File: config.mk
export PLATFORM = sky130hd
export DESIGN_NAME = adder_sum_monitor
export DESIGN_NICKNAME = d
export VERILOG_FILES = /design/src/rtl/adder_sum_monitor.sv
export SDC_FILE = /design/constraint.sdc
export NUM_CORES = 1
export LEC_CHECK = 0
export ABC_AREA = 1
export CAP_MARGIN = 30
export CORE_ASPECT_RATIO = 0.5
export CORE_MARGIN = 3
export CORE_UTILIZATION = 52
export CTS_CLUSTER_DIAMETER = 200
export CTS_CLUSTER_SIZE = 16
export DETAILED_ROUTE_END_ITERATION = 10
export HOLD_SLACK_MARGIN = 0.15
export PLACE_DENSITY = 0.88
export SLEW_MARGIN = 20
export SYNTH_ARGS = -nofsm -noshare
export SYNTH_HDL_FRONTEND = slang
export SYNTH_SLANG_ARGS = --single-unit
File: constraint.sdc
create_clock -name i_clk -period 5.1 [get_ports i_clk]
set_clock_uncertainty 0.1 [all_clocks]
set_input_delay 1.02 -clock i_clk [delete_from_list [all_inputs] [get_ports i_clk]]
set_output_delay 1.02 -clock i_clk [all_outputs]
set_load 0.03 [all_outputs]
File: src/rtl/adder_sum_monitor.sv
// Observer for a registered WIDTH-bit adder: predicts A+B, checks the sum one clock later, counts errors.
// Define SUM_MON_TOGGLE_EN to build the sum toggle-activity counter; otherwise o_toggle_cnt is tied to 0.
module adder_sum_monitor #(
  parameter int WIDTH  = 4,
  parameter int CNT_W  = 16,
  parameter int WINDOW = 16
) (
  input  logic             i_clk,
  input  logic             i_rst,
  input  logic             i_start,
  input  logic             i_valid,
  input  logic [WIDTH-1:0] i_a,
  input  logic [WIDTH-1:0] i_b,
  input  logic [WIDTH:0]   i_sum,
  output logic             o_busy,
  output logic             o_done,
  output logic [CNT_W-1:0] o_sample_cnt,
  output logic [CNT_W-1:0] o_err_cnt,
  output logic [CNT_W-1:0] o_toggle_cnt,
  output logic [WIDTH:0]   o_first_err
);

  typedef enum logic [1:0] {S_IDLE, S_ARM, S_RUN, S_DONE} state_t;

  localparam logic [CNT_W-1:0] L_WINDOW  = CNT_W'(WINDOW);
  localparam logic [CNT_W-1:0] L_CNT_MAX = '1;

  state_t           r_state, w_state_nxt;
  logic [WIDTH:0]   r_exp;
  logic             r_pend;
  logic [CNT_W-1:0] r_issued;
  logic [CNT_W-1:0] r_sample_cnt;
  logic [CNT_W-1:0] r_err_cnt;
  logic [WIDTH:0]   r_first_err;
  logic             w_issue;
  logic             w_cmp;
  logic             w_mismatch;

  assign w_issue    = (r_state == S_RUN) && i_valid && (r_issued < L_WINDOW);
  assign w_cmp      = (r_state == S_RUN) && r_pend;
  assign w_mismatch = w_cmp && (i_sum != r_exp);

  always_comb begin
    w_state_nxt = r_state;
    o_busy      = 1'b0;
    o_done      = 1'b0;
    case (r_state)
      S_IDLE: if (i_start) w_state_nxt = S_ARM;
      S_ARM: begin
        o_busy      = 1'b1;
        w_state_nxt = S_RUN;
      end
      S_RUN: begin
        o_busy = 1'b1;
        if ((r_issued == L_WINDOW) && !r_pend) w_state_nxt = S_DONE;
      end
      S_DONE: begin
        o_done      = 1'b1;
        w_state_nxt = S_IDLE;
      end
      default: w_state_nxt = S_IDLE;
    endcase
  end

  always_ff @(posedge i_clk or posedge i_rst) begin
    if (i_rst) r_state <= S_IDLE;
    else       r_state <= w_state_nxt;
  end

  always_ff @(posedge i_clk or posedge i_rst) begin
    if (i_rst) begin
      r_exp        <= '0;
      r_pend       <= 1'b0;
      r_issued     <= '0;
      r_sample_cnt <= '0;
      r_err_cnt    <= '0;
      r_first_err  <= '0;
    end else if (r_state == S_ARM) begin
      r_pend       <= 1'b0;
      r_issued     <= '0;
      r_sample_cnt <= '0;
      r_err_cnt    <= '0;
      r_first_err  <= '0;
    end else if (r_state == S_RUN) begin
      // issue and compare are independent so back-to-back samples keep r_pend high
      if (w_issue) begin
        r_exp    <= {1'b0, i_a} + {1'b0, i_b};
        r_pend   <= 1'b1;
        r_issued <= r_issued + CNT_W'(1);
      end else begin
        r_pend <= 1'b0;
      end
      if (w_cmp) r_sample_cnt <= r_sample_cnt + CNT_W'(1);
      if (w_mismatch) begin
        if (r_err_cnt != L_CNT_MAX) r_err_cnt <= r_err_cnt + CNT_W'(1);
        if (r_err_cnt == '0)        r_first_err <= i_sum;
      end
    end
  end

  assign o_sample_cnt = r_sample_cnt;
  assign o_err_cnt    = r_err_cnt;
  assign o_first_err  = r_first_err;

`ifdef SUM_MON_TOGGLE_EN
  localparam int L_FL_W = $clog2(WIDTH + 2);
  localparam int L_TS_W = CNT_W + 1;

  logic [WIDTH:0]    r_prev_sum;
  logic [CNT_W-1:0]  r_toggle_cnt;
  logic [WIDTH:0]    w_diff;
  logic [L_FL_W-1:0] w_flips;
  logic [CNT_W:0]    w_tog_sum;

  assign w_diff = i_sum ^ r_prev_sum;

  always_comb begin
    w_flips = '0;
    for (int i = 0; i <= WIDTH; i++) w_flips = w_flips + L_FL_W'(w_diff[i]);
  end

  assign w_tog_sum = {1'b0, r_toggle_cnt} + L_TS_W'(w_flips);

  always_ff @(posedge i_clk or posedge i_rst) begin
    if (i_rst) begin
      r_prev_sum   <= '0;
      r_toggle_cnt <= '0;
    end else if (r_state == S_ARM) begin
      r_prev_sum   <= i_sum;
      r_toggle_cnt <= '0;
    end else if (r_state == S_RUN) begin
      r_prev_sum   <= i_sum;
      r_toggle_cnt <= w_tog_sum[CNT_W] ? L_CNT_MAX : w_tog_sum[CNT_W-1:0];
    end
  end

  assign o_toggle_cnt = r_toggle_cnt;
`else
  assign o_toggle_cnt = '0;
`endif

endmodule

== Yosys cells after proc, flatten, opt, wreduce, memory -nomap -nowiden ==
Index checks and enable logic that the tools add are counted.

* Flip-flop bits (word level): 61
* Latch bits: 0
* Memory bits (writable): 0
* Bits in read-only memories: 0
* Output and inout bits: 55
* Word-level logic and storage cells: 64
* Memories kept: 0

* $add $sub $neg: 4
* Multipliers: 0
* Divide/modulo/power cells: 0
* Magnitude comparators: 1
* Equal/unequal tests: 8
* Shift operators: 0
* Muxes and demuxes: 22
* Bitwise operators: 1
* Reduce and logical (&&, ||, !) cells: 21

{| class="wikitable"
|+ Operators with widths
! kind !! number
|-
| $mux 16 || 10
|-
| $add 16x1->16 const B || 3
|-
| $mux 5 || 4
|-
| $eq 16x5->1 const B || 1
|-
| $logic_not 16->1 || 1
|-
| $lt 16x5->1 const B || 1
|-
| $ne 16x16->1 const B || 1
|-
| $reduce_bool 2->1 || 6
|-
| $reduce_and 3->1 || 3
|-
| $pmux 2 s4 || 1
|-
| $reduce_and 2->1 || 3
|-
| $add 4x4->5 || 1
|-
| $logic_and 1x1->1 || 5
|-
| $mux 1 || 5
|-
| $ne 5x5->1 || 1
|-
| $eq 2x2->1 const B || 2
|-
| $mux 2 || 2
|-
| $eq 2x1->1 const B || 1
|-
| $logic_not 2->1 || 1
|-
| $ne 2x1->1 const B || 1
|-
| $ne 2x2->1 const B || 1
|-
| $reduce_or 2->1 || 1
|-
| $logic_not 1->1 || 1
|-
| $not 1->1 || 1
|}

== Logic depth before layout (Yosys ltp) ==
Gate-level depths: netlist of the first run.

* Depth in word-level cells: 6
* Mapped depth: 12
* Mapped depth without buffers: 10

== Worst setup path after synthesis of the first run ==
OpenSTA, ideal clock, no wires.

* Path kind: input to register
* Start point: input i_a[0]
* End point: register r_exp[4]
* Setup time: 120 ps
* Arrival: 1,985 ps
* Path slack: 2,895 ps
* Stages: 6
* Cell sequence: ha_1 fa_1 a21oi_1 o21bai_1 o21ai_0 inv_1

* Cells in the longest elaborated chain, start to end: 1

{| class="wikitable"
|+ Ends and longest elaborated chain
! what !! line !! RTL
|-
| start: declaration || 12 || <nowiki>input logic [WIDTH-1:0] i_a,</nowiki>
|-
| $add 4x4->5 || 87 || <nowiki>r_exp <= {1'b0, i_a} + {1'b0, i_b};</nowiki>
|-
| end signal: assignment || 87 ||
|-
| end: declaration || 29 || <nowiki>logic [WIDTH:0] r_exp;</nowiki>
|}

Every way passes these cells.
A chain may end at the register's enable or synchronous reset.

== Worst setup path in the final report of the first run ==
* Start point: register r_state[0]
* End point: output o_busy

* Cells in the longest elaborated chain, start to end: 3
* Elaborated cells between the ends (all ways): 4
* Classes of those cells: 2 x eq/ne; 1 x mux; 1 x reduce/logical

{| class="wikitable"
|+ Ends and longest elaborated chain
! what !! line !! RTL
|-
| start: declaration || 28 || <nowiki>state_t r_state, w_state_nxt;</nowiki>
|-
| start signal: assignment || 67 || <nowiki>else r_state <= w_state_nxt;</nowiki>
|-
| $eq 2x2->1 or $eq 2x1->1 (tied branches) || 47 || <nowiki>case (r_state)</nowiki>
|-
| $reduce_or 2->1 (no line) * || -- ||
|-
| $mux 1 * || 47 ||
|-
| end: declaration || 15 || <nowiki>output logic o_busy,</nowiki>
|}

Every way passes the cells marked *; elsewhere a longest branch is shown, timed or not.

==> results of run 1 <==
==> metrics by stage <==
step	setup slack, ps	util	total power, µW	hold WS (ps)	instance area (µm²)
after global placement	2342	0.6329	1395	369.3	4340
after global routing	1893	0.6780	2167	410.2	4649
after CTS	1958	0.6758	2034	386.9	4634
after detailed placement	2249	0.6329	1416	374.6	4340
after floorplan	2467	-	1214	371.6	3844
final	1965	0.6780	2031	383.4	4649
==> path summary, 6_finish.rpt <==
path	endpoint	slack [ps]	depth (start not counted)
setup / recovery	o_busy	1970	3
hold / removal	o_first_err[2]$_DFFE_PP0P_	380	2
setup reg to reg	o_err_cnt[5]$_DFFE_PP0P_	2600	10
hold reg to reg	o_first_err[2]$_DFFE_PP0P_	380	2
max in group asynchronous	o_err_cnt[9]$_DFFE_PP0P_	3030	3
min in group asynchronous	o_sample_cnt[10]$_DFFE_PP0P_	1080	2
==> cell families after synthesis <==
family / after synthesis / synth area share
flip-flops: 61 / 0.4030
other: 1 / 0.0009901
AND/OR/NAND/NOR: 324 / 0.3707
AO/OA/AOI/OAI: 34 / 0.04691
XOR/XNOR: 7 / 0.01619
buffers and inverters: 88 / 0.1107
adder cells (fa/ha/maj): 15 / 0.05154
==> worst max-delay path: cells and delay by family, from the launching register on <==
kind / cells / cell delay, ps
fa+ha+maj: 1 / 450
buf+inv: 2 / 840
flops: 1 / 400
==> registers in the layout, indices dropped and copies added (netlist names) <==
name,count
o_sample_cnt,16
o_first_err,5
r_pend,1
r_state,2
r_issued,16
o_err_cnt,16
r_exp,5
==> layer usage <==
metal  up-vias  wire length (µm)
li1       1741                 -
met1      1638              3877
met4         0               137
met5         -                 0
met2        75              4234
met3        17               414
==> Yosys cell counts (all sizes together) <==
| cell | count |
|---|---|
| nand3 | 37 |
| conb | 1 |
| inv | 64 |
| nand4 | 11 |
| clkbuf | 2 |
| fa | 1 |
| nor3 | 10 |
| nand2 | 168 |
| nor3b | 3 |
| o21ai | 20 |
| ha | 14 |
| o21bai | 3 |
| nor4 | 1 |
| dfrtp | 61 |
| buf | 22 |
| a21oi | 11 |
| xnor2 | 2 |
| nor2 | 94 |
| xor2 | 5 |
==> cell type report <==
class | instances | area (µm²) | area share
timing repair buffer | 57 | 573.1 | 0.1233
multi-input combinational | 396 | 1898 | 0.4082
clock buffer | 12 | 246.5 | 0.05301
tap | 92 | 115.1 | 0.02476
sequential | 61 | 1526 | 0.3283
clock inverter | 4 | 47.55 | 0.01023
inverter | 64 | 242.7 | 0.05221
==> report_power, final <==
group / switching, µW / internal, µW / total (µW) / leakage [µW]
logic: 529 / 258 / 787 / 0.00133
registers: 79.2 / 565 / 644 / 0.000824
clock network: 211 / 389 / 600 / 0.000143
total: 819 / 1210 / 2030 / 0.00230
==> results by group, run 1 <==
Finish
  – Ratio of cells with drive above 1 in the final layout: 0.06061
  – Layout area overhead: 22.76%
  – Fill cells: 591
  – Final cell count without fillers: roughly 700
  – Most frequent cells in the layout: nand2_1 (163), nor2_1 (89), dfrtp_1 (61)
  – Leading cell type in the layout, fill and taps excluded: nand2_1
  – Post-layout net count: 621
  – Ant diodes: 0

Critical path
  – Setup CP Type: reg -> out
  – R2R Path Start: r_state[1]$_DFFE_PP0P_
  – CP startpoint: r_state[0]$_DFFE_PP0P_
  – Critical Path AT: about 2000 ps
  – CP peak stage delay: 740 ps
  – Crit path cell chain: inv_1, ha_1, clkdlybuf4s50_1
  – Critical Path Start Type: flop
  – Slowest cell on crit path: clkdlybuf4s50_1
  – Critical-path maximum fanout: 6
  – Worst EP required: 3980 ps
  – Critical Path Sink Type: output port

Synth
  – Cell accounting for the most synthesized area: dfrtp_1
  – Synth warn: 0
  – Syn Inst Count: between 500 and 600
  – Top-area cell type share of the netlist area: 0.4030
  – Mapped cell area: between 3000 and 4000 µm²
  – Sequential share of the synthesized area: 0.4030
  – Synth area leaders: dfrtp_1 (40%), nand2_1 (16%), nor2_1 (8.8%)
  – #FFs+latches synth: 61
  – Distinct cells, synth: 32
  – Syn avg cell area: 7.146 µm²

Drt
  – DR vias/cell: just over 5
  – WL per Instance: between 10 and 15 µm
  – Initial DRC count: ~260
  – Drt first pass iters: 4
  – Routed wire length: roughly 8700 µm
  – Drc violations: 0
  – ANT nets after route: 0
  – Via count: between 3000 and 4000

Floorplan
  – Die W: between 100 and 150 µm
  – Initial Utilization: 0.5523
  – Die height: 66.35 µm
  – Core area: 6858 µm²
  – Die area: between 8000 and 9000 µm²
  – Row count: 21
  – I/O pin count: 72

CTS
  – H-Tree Depth: 3
  – Total CTS buffers: 9
  – Post_cts resized: 0
  – Worst-Skew Late Latency: approximately 330 ps
  – Clock Sink Count: between 60 and 70
  – CTS tree: done
  – Clock slew at reported path FFs: about 50 ps
  – Post-CTS Setup Repair Bufs: 0
  – Clk buf depth: 2
  – Clk Tree Root Cell: clkbuf_16
  – Hold_buf cts: 0

Pwr
  – Peak supply drop: around 0.00025 V
  – Power Dens Cells: 436.9 nW/µm²
  – P_leak: between 0.002 and 0.0025 µW

Global route
  – First-pass GRT wire length: ~15000 µm
  – Gr busiest metal: met2
  – Largest net degree at the start of global routing: 42
  – GR Util met3: 0.05968
  – Met2 GRT Util: 0.3803
  – Vias in the first global route: 3301
  – GRT Total Usage: 0.2228
  – Initial antenna violation count: 0
  – Met1 usage in global routing: 0.2725
  – GRT overflow: 0

Place
  – Dpl cells: 669
  – GP Congestion: 0.9438
  – Detail Placement HPWL: a little over 6000 µm
  – I/O Buffers: between 50 and 60

STA
  – Final Cycle Share: 0.6147
  – Final setup TNS: 0 ps
  – Slew headroom: 0.4447
  – Least-Margin Pin Slew: ~830 ps
  – Max Freq: around 0.32 GHz
  – Setup violators final: 0
  – Max-slew violations: 0
  – Fin crit period: around 3100 ps
  – Unrepaired setup endpoints after global routing: no
  – Number of hold violations in the final report: 0

Run
  – Max Cap Viol: 0

Run status
  – Status: complete, no violations

Hold path
  – Hold WC Path Type: reg -> reg
  – Start point of the worst hold path: o_first_err[2]$_DFFE_PP0P_
No activity file was read; power rests on OpenSTA's default activity.
==> run 2: changes to the inputs <==
- clock period: 5.1 -> 3 ns (I/O delays scaled with it)
==> results by group, run 2 (same netlist as run 1, synthesis figures left out) <==
Run status
  – Status: complete, no violations

Critical path
  – Top Family by Delay on Critical Path: buffers and inverters
  – Critical Path AT: between 1500 and 2000 ps
  – Worst EP required: between 2000 and 2500 ps
  – Worst Reg-to-Reg Cells: 9
  – CP bufs+invs: 2
  – CP Depth: 3
  – Critical-path maximum fanout: 6
  – Critical Path Start Type: flop
  – Crit path cell chain: inv_1, ha_1, clkdlybuf4s50_1
  – Critical Path Sink Type: output port
  – Slowest cell on crit path: clkdlybuf4s50_1
  – CP peak stage delay: 710 ps
  – Setup CP Type: reg -> out

CTS
  – Worst-Skew Late Latency: ~330 ps
  – Clock Sink Count: between 60 and 70
  – Clk buf depth: 2
  – Hold_buf cts: 0
  – Clock slew at reported path FFs: around 50 ps
  – Post-CTS Setup Repair Bufs: 0
  – Total CTS buffers: 9
  – Clk Tree Root Cell: clkbuf_16
  – Post_cts resized: 0
  – CTS tree: done
  – H-Tree Depth: 3

Drt
  – ANT nets after route: 0
  – WL per Instance: approximately 12 µm
  – Initial DRC count: ~250
  – Drt first pass iters: 4
  – Drc violations: 0
  – Routed wire length: 8345 µm
  – DR vias/cell: 4.968
  – Via count: roughly 3400

STA
  – Unrepaired setup endpoints after global routing: no
  – Final Cycle Share: 0.8824
  – Number of hold violations in the final report: 0
  – Setup violators final: 0
  – Max Freq: between 0.3 and 0.4 GHz
  – Hold_ws: roughly 380 ps
  – Max-slew violations: 0
  – Final setup TNS: 0 ps
  – Fin crit period: 2647 ps

Global route
  – GRT overflow: 0
  – First-pass GRT wire length: between 10000 and 15000 µm
  – Initial antenna violation count: 0
  – GRT Total Usage: 0.2141
  – Vias in the first global route: 3137
  – Largest net degree at the start of global routing: 62

Finish
  – Layout area overhead: 24.15%
  – Ant diodes: 0
  – Fill cells: 569
  – Leading cell type in the layout, fill and taps excluded: nand2_1
  – Final cell count without fillers: 686
  – Most frequent cells in the layout: nand2_1 (163), nor2_1 (89), dfrtp_1 (61)
  – Ratio of cells with drive above 1 in the final layout: 0.06061
  – Post-layout net count: 621
  – Post-route cell area: between 4000 and 5000 µm²

Pwr
  – P_leak: roughly 0.0023 µW
  – Net Sw Frac: 0.3805
  – P_int: around 2200 µW
  – Peak supply drop: about 0.00055 V
  – Power Dens Cells: about 760 nW/µm²
  – Clock Power Share: 0.331
  – Sw power: 1365 µW
  – Final Total Pwr: 3586 µW
  – Comb power frac: 0.364
  – Part of the power in registers: 0.305

Place
  – I/O Buffers: between 50 and 60
  – GP Congestion: about 0.90
  – Placed cell area: 4360 µm²
  – Dpl cells: 670
  – Detail Placement HPWL: just under 6000 µm

Floorplan
  – I/O pin count: between 70 and 80
  – Die area: between 8000 and 9000 µm²
  – Die W: around 130 µm
  – Core area: between 6000 and 7000 µm²
  – Initial Utilization: 0.5523
  – Die height: ~66 µm
  – Row count: 21

Hold path
  – Hold depth: 2
  – Hold WC Path Type: reg -> reg

Run
  – Max Cap Viol: 0
run 2: layout make-up:
type                       count  area [µm²]  area share
clock inverter                 4       95.09     0.02022
tap                           92       115.1     0.02448
timing repair buffer          57       578.1      0.1229
inverter                      64       242.7     0.05162
clock buffer                  12       246.5     0.05242
sequential                    61        1526      0.3246
multi-input combinational    396        1898      0.4037
run 2: power by group through the flow:
stage / sequential [µW] / combinational (µW) / clock [µW]
CTS: 1090 / 1320 / 1210
global route: 1120 / 1470 / 1250
detailed placement: 1100 / 1310 / 0
global placement: 1100 / 1280 / 0
floorplan: 1200 / 861 / 0
finish: 1090 / 1310 / 1190
run 2: per-layer routing:
metal,global-route usage,vias up,share of wire
met5,0,-,0
met4,0.08422,0,0.010
met3,0.06048,10,0.058
met2,0.3566,85,0.48
met1,0.2664,1571,0.45
li1,-,1742,-
run 2: through the flow:
stage	util	setup WS, ps
finish	0.6856	352.9
global placement	0.6358	731.2
CTS	0.6856	342.9
global route	0.6856	271.1
floorplan	-	787.0
detailed placement	0.6358	709.3
run 2: worst register-to-register path, stage by stage (launching register included):
cell and delay, ps:
dfrtp_1 400, inv_1 110, ha_1 210, buf_4 310, a21oi_1 70, nand3_1 180, nand2_1 140, nor2_4 330
nand2_1 100, nand2_1 70
run 2: final timing paths:
| path | from | endpoint | slack, ps |
|---|---|---|---|
| setup / recovery | r_state[0]$_DFFE_PP0P_ | o_busy | 350 |
| hold / removal | o_first_err[4]$_DFFE_PP0P_ | o_first_err[4]$_DFFE_PP0P_ | 380 |
| setup reg to reg | r_state[1]$_DFFE_PP0P_ | o_err_cnt[10]$_DFFE_PP0P_ | 910 |
| hold reg to reg | o_first_err[4]$_DFFE_PP0P_ | o_first_err[4]$_DFFE_PP0P_ | 380 |
| max in group asynchronous | i_rst | o_err_cnt[8]$_DFFE_PP0P_ | 1970 |
| min in group asynchronous | i_rst | o_err_cnt[13]$_DFFE_PP0P_ | 550 |
==> run 3: changes to the inputs <==
- CORE_ASPECT_RATIO: 0.5 -> 0.8
- SKIP_CTS_REPAIR_TIMING: default -> 1
==> results by group, run 3 (same netlist as run 1, synthesis figures left out) <==
Run status
  – Status: complete, no violations

Critical path
  – Critical Path Sink Type: output port
  – Crit path cell chain: inv_1, ha_1, clkdlybuf4s50_1
  – Slowest cell on crit path: clkdlybuf4s50_1
  – Critical Path AT: approximately 2000 ps
  – Critical-path maximum fanout: 6
  – Critical Path Start Type: flop
  – Setup CP Type: reg -> out
  – Worst EP required: roughly 2300 ps
  – CP peak stage delay: ~700 ps
  – R2r setup slk: about 850 ps

CTS
  – Clock Sink Count: 61
  – Clk buf depth: 2
  – Total CTS buffers: 9
  – Worst-Skew Late Latency: 350 ps
  – CTS tree: done
  – H-Tree Depth: 3
  – Clock slew at reported path FFs: about 60 ps
  – Clk Tree Root Cell: clkbuf_8

STA
  – Setup violators final: 0
  – Least-Margin Pin Slew: slightly below 600 ps
  – Number of hold violations in the final report: 0
  – Slew headroom: 0.6154
  – Max Freq: 0.3735 GHz
  – Final setup TNS: 0 ps
  – Max-slew violations: 0
  – Final Cycle Share: 0.8925
  – Unrepaired setup endpoints after global routing: no
  – Fin crit period: roughly 2700 ps

Pwr
  – Power Dens Cells: between 600 and 700 nW/µm²
  – Peak supply drop: 0.0007103 V
  – P_leak: 0.002258 µW

Finish
  – Leading cell type in the layout, fill and taps excluded: nand2_1
  – Final cell count without fillers: around 680
  – Post-layout net count: 622
  – Ratio of cells with drive above 1 in the final layout: 0.06218
  – Most frequent cells in the layout: nand2_1 (163), nor2_1 (89), dfrtp_1 (61)
  – Layout area overhead: 19.92%
  – Ant diodes: 0

Floorplan
  – Core area: ~7000 µm²
  – Die height: approximately 82 µm
  – Die W: approximately 100 µm
  – Row count: 27
  – Die area: 8350 µm²
  – I/O pin count: just over 70
  – Initial Utilization: 0.5442

Drt
  – WL per Instance: 13.21 µm
  – Initial DRC count: between 300 and 400
  – Drt first pass iters: 5
  – Routed wire length: around 9000 µm
  – ANT nets after route: 0
  – DR vias/cell: 5.255
  – Via count: ~3600
  – Drc violations: 0

Place
  – GP Congestion: slightly below 0.9
  – Dpl cells: approximately 670
  – Detail Placement HPWL: just under 7000 µm
  – I/O Buffers: 55

Global route
  – GRT Total Usage: 0.2272
  – First-pass GRT wire length: between 10000 and 15000 µm
  – Initial antenna violation count: 0
  – GRT overflow: 0
  – Largest net degree at the start of global routing: 29
  – Vias in the first global route: around 3300

Hold path
  – Hold WC Path Type: reg -> reg

Run
  – Max Cap Viol: 0
-- run 3: changes by cell type in the layout (fill, tap and decap cells not counted), sizes merged --
cell and change:
clkinvlp +1, buf +1, clkinv +1, bufinv -2
-- run 3: worst paths after layout --
kind | startpoint | cells after the start | endpoint
max | r_state[0]$_DFFE_PP0P_ | 3 | o_busy
min reg2reg | o_first_err[1]$_DFFE_PP0P_ | 2 | o_first_err[1]$_DFFE_PP0P_
min | o_first_err[1]$_DFFE_PP0P_ | 2 | o_first_err[1]$_DFFE_PP0P_
min in group asynchronous | i_rst | 2 | o_err_cnt[3]$_DFFE_PP0P_
max reg2reg | r_state[1]$_DFFE_PP0P_ | 9 | o_err_cnt[1]$_DFFE_PP0P_
max in group asynchronous | i_rst | 3 | o_sample_cnt[3]$_DFFE_PP0P_
-- run 3: worst max-delay path, delay by kind of cell, from the launching register on --
| family | cells | cell delay [ps] |
|---|---|---|
| adder cells (fa/ha/maj) | 1 | 420 |
| buffers and inverters | 2 | 820 |
| flip-flops | 1 | 390 |
-- run 3: layer usage --
layer  track usage  up-vias  routed length, µm
met5             0        -                  0
met4       0.07437        0                215
met3       0.05877       25                706
met2        0.3701      157               4157
met1        0.2980     1665               3929
li1              -     1737                  -
-- run 3: final cells by class --
| class | instances | area [µm²] |
|---|---|---|
| Fill cell | 614 | 2417 |
| Clock buffer | 12 | 145.1 |
| Multi-Input combinational cell | 396 | 1898 |
| Tap cell | 87 | 108.9 |
| Clock inverter | 4 | 47.55 |
| Sequential cell | 61 | 1526 |
| Timing Repair Buffer | 58 | 573.1 |
| Inverter | 64 | 242.7 |
-- run 3: power breakdown --
| group | internal (µW) | total [µW] | switching (µW) | leakage [µW] |
|---|---|---|---|---|
| sequential | 959 | 1090 | 129 | 0.000824 |
| combinational | 431 | 1350 | 915 | 0.00134 |
| clock | 404 | 721 | 317 | 0.0000964 |
-- run 3: metrics by stage --
step / cell area [µm²] / setup WS [ps] / total power (µW) / hold slack [ps] / utilization
after floorplan: 3844 / 787.0 / 2063 / 371.6 / -
after global placement: 4349 / 731.2 / 2373 / 365.7 / 0.6250
after detailed placement: 4349 / 639.7 / 2435 / 376.3 / 0.6250
after CTS: 4542 / 294.2 / 3161 / 393.5 / 0.6526
after global routing: 4542 / 219.6 / 3376 / 410.2 / 0.6526
final: 4542 / 322.6 / 3155 / 382.4 / 0.6526
==> edit 1 (settings of run 2) <==
`WIDTH`: 4 -> 5.
--- a/src/rtl/adder_sum_monitor.sv
+++ b/src/rtl/adder_sum_monitor.sv
@@ -1,7 +1,7 @@
 // Observer for a registered WIDTH-bit adder: predicts A+B, checks the sum one clock later, counts errors.
 // Define SUM_MON_TOGGLE_EN to build the sum toggle-activity counter; otherwise o_toggle_cnt is tied to 0.
 module adder_sum_monitor #(
-  parameter int WIDTH  = 4,
+  parameter int WIDTH  = 5,
   parameter int CNT_W  = 16,
   parameter int WINDOW = 16
 ) (
Ports: changed (resized i_a, i_b, i_sum and o_first_err); port bits go from 72 to 76. The function was not compared with the original's and may differ.
==> edit 1 against run 2 <==
  * Area after synthesis is 3.2% higher
  * Critical path depth stayed put
  * Power decreased by 0.70%
  * Maximum frequency is essentially flat
  * Cell area grew 2.6%
  * Combinational power increased by 8%
  * Wire length is 12% higher
  * Sequential cell count is 2 higher
  * Setup slack improved by 0.0022 ns
  * Largest cell class unchanged
==> edit 1: results (changes against run 2) <==
Status - finished clean
Pre-antenna DRT Iters - 5 (+1)
Sequential fraction of the synthesis area - 40.32% (about the same)
Final nets - 651 (+4.8%)
Hpwl dp - 6.794 mm (+14%)
XOR/XNOR Fraction of Synth Area - 1.568% (-0.051 points)
Met1 Resource Use GR - 29.16% (+2.5 points)
GR Util met2 - 40.87% (+5.2 points)
Post-route met1 wirelength - 4.316 mm (+15%)
Global-route usage over all layers - 23.51% (+2.1 points)
Via count - 3722 (+9.2%)
Synth Area in Compound Gates - 5.120% (+0.43 points)
Pin count of the biggest net entering global routing - 43 (-31%)
Worst-path fanout max - 7 (+1)
RR Endpoint - o_first_err[2]$_DFFE_PP0P_
Met2 wire len - 4.420 mm (+10%)
GP Congestion - 0.8981 (-0.62%)
Post-synth cell types - 35 (+9.4%)
Initial drt markers - 326 (+29%)
Routed WL per cell - 13.11 um (+7.7%)
Pre-CTS WS - 0.4354 ns (-0.2739 ns)
First-pass GRT wire length - 16.09 mm (+13%)
Worst VDD drop - 0.6553 mV (+20%)
Adder and majority gate portion of the synthesized area - 4.992% (-0.16 points)
Fillers - 570 (+0.18%)
Comb power - 0.00141 W (+8%)
Dpl cells - 697 (+4.0%)
edit 1: cell count changes after synthesis, sizes merged, moves of 2 or more:
cell / delta
nand3: +10
a21oi: -5
nand2: +3
nor3b: -2
a31oi: +2
o21ai: +5
inv: +6
o21bai: -2
dfrtp: +2
nor2: -7
nand4: +6
edit 1: layout make-up:
type / instances / area share [%]
Sequential cell: 63 / 32.69
Inverter: 71 / 5.527
Multi-Input combinational cell: 410 / 40.43
Tap cell: 92 / 2.387
Clock buffer: 14 / 5.890
Clock inverter: 2 / 0.2595
Timing Repair Buffer: 61 / 12.82
edit 1: cells by family (layout without fill, tap and decap cells):
kind of cell | Yosys count | in the layout
flip-flops | 63 | 63
XOR/XNOR | 7 | 7
adder cells (fa/ha/maj) | 15 | 15
AO/OA/AOI/OAI | 37 | 37
other | 1 | 16
buffers and inverters | 96 | 148
AND/OR/NAND/NOR | 335 | 335
edit 1: worst max-delay path by stage:
stage	cells past startpoint	from	endpoint	slack [ns]
finish	3	r_state[1]$_DFFE_PP0P_	o_busy	0.36
global route	3	r_state[0]$_DFFE_PP0P_	o_busy	0.28
CTS	3	r_state[0]$_DFFE_PP0P_	o_busy	0.35
detailed placement	10	i_sum[1]	o_first_err[2]$_DFFE_PP0P_	0.44
global placement	10	i_sum[1]	o_first_err[1]$_DFFE_PP0P_	0.50
floorplan	1	i_rst	o_err_cnt[0]$_DFFE_PP0P_	0.73
edit 1: worst min-delay path, delay by kind of cell (launching register included):
family           cells  cell delay [ns]
DFF                  1             0.34
and+or+nand+nor      2             0.09
edit 1: through the flow:
step / area (um2) / power [W]
detailed placement: 4526 / 0.002548
floorplan: 3966 / 0.002143
CTS: 4822 / 0.003568
global placement: 4526 / 0.002513
global route: 4822 / 0.003791
finish: 4822 / 0.003561
==> edit 2 (settings of run 2) <==
Made on the original files. Register the output `o_err_cnt` once more, without a reset; this adds one clock of latency there. The other outputs are not delayed to match.
--- a/src/rtl/adder_sum_monitor.sv
+++ b/src/rtl/adder_sum_monitor.sv
@@ -99,7 +99,9 @@
   end
 
   assign o_sample_cnt = r_sample_cnt;
-  assign o_err_cnt    = r_err_cnt;
+  always_ff @(posedge i_clk) begin
+    o_err_cnt <= r_err_cnt;
+  end
   assign o_first_err  = r_first_err;
 
 `ifdef SUM_MON_TOGGLE_EN
Behaviour: not the same (Yosys sat finds a counterexample within 10 cycles, from zero or initial values and one cycle with i_rst high).
==> edit 2 against run 2 <==
  * Non-clock buffer count grew 2
  * Worst hold slack lost 0.036 ns
  * Wire length grew 1.4%
  * Setup slack lost 0.043 ns
  * Power shrank 0.55%
  * Sequential cell count grew 16
  * Final cell count grew 0.29%
  * Maximum frequency shrank 1.6%
  * Synthesized cell count shrank 0.19%
  * Cell area grew 4.0%
  * Critical path depth is the same
  * Area after synthesis grew 6.5%
  * Highest routed layer unchanged
==> edit 2: results (changes against run 2) <==
Status - finished clean
CP startpoint - r_state[1]$_DFFE_PP0P_
Worst hold endpoint - o_err_cnt[15]$_DFF_P_
Dpl cells - 673 (+0.45%)
Max layer used - met4
Hold path depth - 0 (-2)
Global-route usage over all layers - 20.36% (-1.0 points)
Post-synth cell types - 32 (unchanged)
CP max stage cell - clkdlybuf4s50_1
Worst-path fanout max - 7 (+1)
Sequential fraction of the synthesis area - 45.78% (+5.5 points)
Pre-CTS WS - 0.3960 ns (-0.3133 ns)
Post-CTS Setup Bufs - 0 (unchanged)
Fillers - 622 (+9.3%)
GR Util met2 - 35.60% (-0.061 points)
Post-route met1 wirelength - 3.738 mm (-0.53%)
Data arrival, critical path - 1.99 ns (+0.04 ns)
Pre-antenna DRT Iters - 6 (+2)
CP max stage delay - 0.72 ns
Hpwl dp - 6.191 mm (+4.1%)
Met2 wire len - 4.025 mm (+0.32%)
Initial drt markers - 365 (+44%)
Post-DP Area - 4609 um2 (+5.7%)
Total wire length - 8.461 mm (+1.4%)
WHS - 0.3479 ns (-0.03604 ns)
H-tree depth - 3 (unchanged)
Routing usage on met3 - 6.313% (+0.26 points)
Final nets - 620 (-0.16%)
RR Endpoint - r_err_cnt[0]$_DFFE_PP0P_
Most frequent cells after synthesis - nand2_1, inv_1, nor2_1
First-pass GRT wire length - 14.18 mm (about the same)
Post-Syn Area per Cell - 7.625 um2 (+6.7%)
Synth area leaders - dfrtp_1, nand2_1, dfxtp_1
Worst VDD drop - 0.6144 mV (+12%)
Share of cells above drive strength 1 - 4.392% (-1.7 points)
R2R Setup Slk - 0.47 ns (-0.44 ns)
Cell leakage power - 2.322 nW (-0.27%)
Drt via density - 5.134 (+3.3%)
Routed WL per cell - 12.30 um (+1.1%)
GP Congestion - 0.9177 (+1.5%)
Ys async rst share - 79.22% (-21 points)
Pin count of the biggest net entering global routing - 37 (-40%)
Fmax - 371.7 MHz (-1.6%)
Met1 Resource Use GR - 23.97% (-2.7 points)
Hold wc startpoint - r_err_cnt[15]$_DFFE_PP0P_
Vias in the first global route - 3288 (+4.8%)
Met3 WL - 578 um (+18%)
-- edit 2: report_power, final --
group	total (W)	internal [W]	switching (W)
Sequential	0.00130	0.00118	0.000118
Clock	0.00100	0.000622	0.000383
Combinational	0.00126	0.000409	0.000852
Total	0.00357	0.00221	0.00135
-- edit 2: area by class of cell --
cell class	count	area, um2	area share [%]
clock buffers	14	274.0	5.605
flip-flops and latches	77	1847	37.78
well taps	96	120.1	2.457
multi-input cells	371	1787	36.55
repair buffers	59	593.1	12.13
inverters	70	262.8	5.375
clock inverters	1	5.005	0.1024
-- edit 2: kinds of logic (layout without fill, tap and decap cells) --
family / Yosys count / count (layout) / share of synthesized area (%)
compound gates: 50 / 50 / 6.731
xor+xnor: 7 / 7 / 1.520
simple gates: 283 / 283 / 29.71
flops: 77 / 77 / 45.78
fa+ha+maj: 15 / 15 / 4.839
buf+inv: 96 / 144 / 11.32
other cells: 1 / 16 / 0.09296
